===== config.mk =====
export PLATFORM = sky130hd
export DESIGN_NAME = timer
export DESIGN_NICKNAME = d
export VERILOG_FILES = /design/src/rtl/timer.sv
export SDC_FILE = /design/constraint.sdc
export NUM_CORES = 1
export LEC_CHECK = 0
export CELL_PAD_IN_SITES_DETAIL_PLACEMENT = 0
export CELL_PAD_IN_SITES_GLOBAL_PLACEMENT = 1
export CORE_UTILIZATION = 30
export CTS_CLUSTER_DIAMETER = 80
export DETAILED_ROUTE_END_ITERATION = 16
export HOLD_SLACK_MARGIN = 0.02
export PLACE_DENSITY = 0.65
export SLEW_MARGIN = 20
export SYNTH_ARGS = -nofsm -noshare
export SYNTH_HDL_FRONTEND = slang
export SYNTH_SLANG_ARGS = --single-unit

===== constraint.sdc =====
create_clock -name clk -period 4 [get_ports clk]
set_input_delay 0.8 -clock clk [delete_from_list [all_inputs] [get_ports clk]]
set_output_delay 0.8 -clock clk [all_outputs]
set_load 0.02 [all_outputs]

===== src/rtl/timer.sv =====
// CHIP-8 clock divider: free-running CPU-instruction and 60 Hz single-cycle strobes.
// Optional TIMER_PAUSE_EN adds a pause input that freezes both counters.
module timer #(
    parameter int CLOCK_SPEED = 100000,
    parameter int CPU_SPEED   = 500,
    parameter int TICK_HZ     = 60
) (
    input  logic clk,
    input  logic rst_n,
`ifdef TIMER_PAUSE_EN
    input  logic pause,
`endif
    output logic timer_cpu_tick,
    output logic timer_60hz_tick
);

    localparam int CPU_DIV = (CPU_SPEED > 0) ? CLOCK_SPEED / CPU_SPEED : 1;
    localparam int HZ_DIV  = (TICK_HZ > 0) ? CLOCK_SPEED / TICK_HZ : 1;
    localparam int CPU_W   = (CPU_DIV > 1) ? $clog2(CPU_DIV) : 1;
    localparam int HZ_W    = (HZ_DIV > 1) ? $clog2(HZ_DIV) : 1;

    localparam logic [CPU_W-1:0] CPU_MAX = CPU_W'(CPU_DIV - 1);
    localparam logic [HZ_W-1:0]  HZ_MAX  = HZ_W'(HZ_DIV - 1);

    // A rate above the system clock truncates its divisor to zero.
    if (CPU_SPEED < 1 || TICK_HZ < 1 || CPU_SPEED > CLOCK_SPEED || TICK_HZ > CLOCK_SPEED) begin : g_bad_rate
        $error("timer: CPU_SPEED and TICK_HZ must lie in 1..CLOCK_SPEED");
    end

    logic             run;
    logic [CPU_W-1:0] cpu_cnt;
    logic [HZ_W-1:0]  hz_cnt;

`ifdef TIMER_PAUSE_EN
    assign run = ~pause;
`else
    assign run = 1'b1;
`endif

    always_ff @(posedge clk or negedge rst_n) begin
        if (!rst_n) begin
            cpu_cnt <= '0;
        end else if (run) begin
            cpu_cnt <= (cpu_cnt == CPU_MAX) ? '0 : cpu_cnt + 1'b1;
        end
    end

    always_ff @(posedge clk or negedge rst_n) begin
        if (!rst_n) begin
            hz_cnt <= '0;
        end else if (run) begin
            hz_cnt <= (hz_cnt == HZ_MAX) ? '0 : hz_cnt + 1'b1;
        end
    end

    // Strobes decode the registered count directly, so they read 1 throughout reset.
    assign timer_cpu_tick  = (cpu_cnt == '0);
    assign timer_60hz_tick = (hz_cnt == '0);

endmodule


Word level (Yosys, flattened, before mapping)
Index checks and enable logic that the tools add are counted.
{"block": "word_totals", "word_cells": 10, "reg_bits": 19, "input_bits": 2}
{"block": "op_classes", "reduce_logical": 2, "mux": 2, "add_sub_neg": 2, "n_eq_ne": 2}
{"op": "adder 11 x 1 -> 11 bit (second input constant)", "count": 1}
{"op": "equality test 11 bit (second input constant)", "count": 1}
{"op": "logical NOT 11 bit", "count": 1}
{"op": "two-way mux 11 bit", "count": 1}
{"op": "adder 8 x 1 -> 8 bit (second input constant)", "count": 1}
{"op": "equality test 8 bit (second input constant)", "count": 1}
{"op": "logical NOT 8 bit", "count": 1}
{"op": "two-way mux 8 bit", "count": 1}

Logic depth before layout (Yosys ltp)
{"block": "logic_depth", "word_depth": 2, "ltp_mapped": 5}

Worst setup path after synthesis
OpenSTA, ideal clock, no wires.
{"block": "synth_timing", "kind": "flip-flop to output port", "from": "register hz_cnt[0]", "to": "output timer_60hz_tick", "required_ns": 3.200, "path_buffers": 0, "path_stages_with_launch": 5, "t_arrival_ns": 1.831, "setup_slack_ns": 1.369, "cell_sequence": "dfrtp_1 -> inv_1 -> ha_1 -> or4b_2 -> nor4_1"}
{"block": "synth_between", "elab_chain_len": 1}
{"element": "start, declared", "line": "32", "source": "logic [HZ_W-1:0] hz_cnt;"}
{"element": "start signal, assigned", "line": "52", "source": "hz_cnt <= (hz_cnt == HZ_MAX) ? '0 : hz_cnt + 1'b1;"}
{"element": "logical NOT 11 bit", "line": "58", "source": "assign timer_60hz_tick = (hz_cnt == '0);"}
{"element": "end, declared", "line": "14", "source": "output logic timer_60hz_tick"}
No other way between the ends.

Worst setup path in the final report
Same ends and word-level chain as after synthesis.

==> impl_metrics.json <==
{
  "syn_area_um2": 960.9,
  "die_area_um2": 3433,
  "clkTransAtPathRegs_ps": 120,
  "antenna_left": 0,
  "start_kind": "register",
  "drv_cap": 0,
  "cts-root-buf": "clkbuf_4",
  "worst-path-max-fanout": 8,
  "start_util": 0.3148,
  "die_h_um": 58.60,
  "areaGrowthSynthToFinish_pct": 11.33,
  "status": "complete, no violations",
  "setup_viol": 0,
  "final_core_util": 0.3504,
  "endpoint_kind": "primary output",
  "drt_iter0_drc": 45,
  "drc": 0,
  "fillers": 330,
  "netlist_instances": 91,
  "numCtsBuffers": 3,
  "min_from": "cpu_cnt[0]",
  "layout_commonest_cell": "dfrtp_1",
  "synth_edf_count": 0,
  "skew_ps": 6.545,
  "slew_viol_final": 0,
  "cts_max_path_buffers": 2,
  "ys_seq_area_frac": 0.4948,
  "fmax_ghz": 0.3105,
  "place_hpwl_mm": 1.208,
  "power.total_uw": 296.1,
  "clockPowerShare": 0.336,
  "vias_per_cell": 5.028,
  "synth_ff_type": "dfrtp_1",
  "p_seq_frac": 0.648,
  "multiInputGateArea_um2": 455.4,
  "slowest_delay_ps": 660,
  "tns_ps": 0,
  "fin_area_um2": 1070,
  "worst_r2r_startpoint": "hz_cnt[3]",
  "drive_gt1_frac": 0.08247,
  "power.internal_uw": 230.1,
  "synthArstFlopShare": 1.000,
  "hold_violations": 0,
  "crit_chain": "inv_1, ha_1, or4b_2, nor4_1, clkdlybuf4s50_1",
  "synth.avg_cell_area_um2": 10.56,
  "grt_pass1_vias": 710,
  "clock_latency_ps": 300,
  "dr.pass1.iters": 5,
  "ir_drop_mv": 0.1861,
  "cts_setup_buffers": 0,
  "rsz0062_at_grt": "no",
  "worst-path-buf-inv": 2,
  "post-route-period-util": 0.8051,
  "grt_pass1_wl_mm": 3.222,
  "port_buffers": 3,
  "die_w_um": 58.60,
  "antenna_found_initial": 0,
  "crit_type": "register to primary output",
  "seq_area_um2": 475.5,
  "final.min_clock_period_ps": 3220,
  "power_frac_comb": 0.015,
  "arrival_ps": 2420,
  "crit_path_start": "hz_cnt[0]",
  "power_leakage_uw": 0.0004118,
  "numClockSinks": 19,
  "swShare": 0.2228,
  "critical-path-top-delay-family": "simple AND/OR/NAND/NOR gates",
  "ys_ff_latch": 19,
  "grt_max_degree": 20,
  "gr-total-overflow": 0,
  "relSlewSlack": 0.4264,
  "place_congestion": 0.7494,
  "drt-total-wl_mm": 1.744,
  "cp.required_ps": 3200,
  "layout.nets": 105,
  "cts_tree": "done",
  "synth.net_count": 98,
  "crit_slowest_cell": "clkdlybuf4s50_1",
  "yosysWarningCount": 0,
  "diodes": 0,
  "tightest_slew_ps": 857.7,
  "wl_per_cell_um": 12.37,
  "cts_resized": 0,
  "power_density_nw_per_um2": 276.8,
  "mostFrequentLayoutCells": "19 x dfrtp_1, 8 x nand3_1, 7 x inv_1, 7 x xnor2_1, 6 x nor2_1",
  "num_rows": 20,
  "io_pins": 4,
  "dr_total_vias": 709,
  "track_usage": 0.1242,
  "hold_class": "register to register",
  "core_area_um2": 3053,
  "ys_types": 28,
  "cts_max_level": 1,
  "switchingPower_uw": 65.97,
  "post_dp_cell_area_um2": 1042,
  "postCtsHoldBufs": 0
}
[registers in the layout, indices dropped and copies added (netlist names)]
register  cells
cpu_cnt       8
hz_cnt       11
[kinds of logic after synthesis]
group / count (synthesis) / share of synthesized area
AO/OA/AOI/OAI: 12 / 0.08334
XOR/XNOR: 10 / 0.09115
adder cells (fa/ha/maj): 5 / 0.06510
buffers and inverters: 8 / 0.03125
flip-flops: 19 / 0.4948
AND/OR/NAND/NOR: 37 / 0.2344
[metal layers]
layer	up-vias	track usage	share of wire
met5	-	0	0
met4	0	0.04422	0.0075
met3	2	0.04835	0.055
met2	26	0.1872	0.45
met1	338	0.1623	0.48
li1	343	-	-
[area by class of cell]
type                       count  share of cell area
multi-input combinational     64              0.4257
clock inverter                 1            0.004678
inverter                       7             0.02456
tap                           44             0.05146
clock buffer                   3             0.02105
timing repair buffer           3             0.02807
sequential                    19              0.4444
[cell usage after synthesis (all sizes together), types with 2 or more instances]
master / n / area share
a21oi: 3 / 0.016
a31oi: 2 / 0.013
dfrtp: 19 / 0.49
ha: 5 / 0.065
inv: 7 / 0.027
nand2: 4 / 0.016
nand3: 8 / 0.042
nand4: 4 / 0.026
nor2: 6 / 0.023
nor3: 2 / 0.010
nor4: 4 / 0.042
o21ai: 2 / 0.010
or3: 2 / 0.013
or4: 2 / 0.020
or4b: 2 / 0.021
xnor2: 7 / 0.064
xor2: 3 / 0.027
[power groups by stage]
stage | Combinational [µW] | Clock (µW) | Sequential [µW]
finish | 4.49 | 99.6 | 192
detailed placement | 4.94 | 0 | 196
CTS | 5.03 | 106 | 192
global placement | 4.91 | 0 | 196
floorplan | 0.000148 | 0 | 196
global route | 5.69 | 115 | 192
[final timing paths]
| kind | endpoint | slack, ps | cells after the start |
|---|---|---|---|
| worst max-delay path | timer_60hz_tick | 780 | 5 |
| worst min-delay path | cpu_cnt[0] | 500 | 1 |
| worst max register to register | hz_cnt[9] | 2340 | 3 |
| worst min register to register | cpu_cnt[0] | 500 | 1 |
| max in group asynchronous | hz_cnt[5] | 2500 | 1 |
| min in group asynchronous | cpu_cnt[1] | 970 | 1 |
[stage by stage]
step / hold WS, ps / std cells / setup slack (ps)
2_1_floorplan: 453.6 / 91 / 1369
3_3_place_gp: 469.9 / 137 / 1149
3_5_place_dp: 488.0 / 137 / 1124
4_1_cts: 504.7 / 141 / 751.6
5_1_grt: 520.5 / 141 / 634.3
6_report: 498.7 / 141 / 779.8
Note: power is estimated with default switching activity, not from simulation.
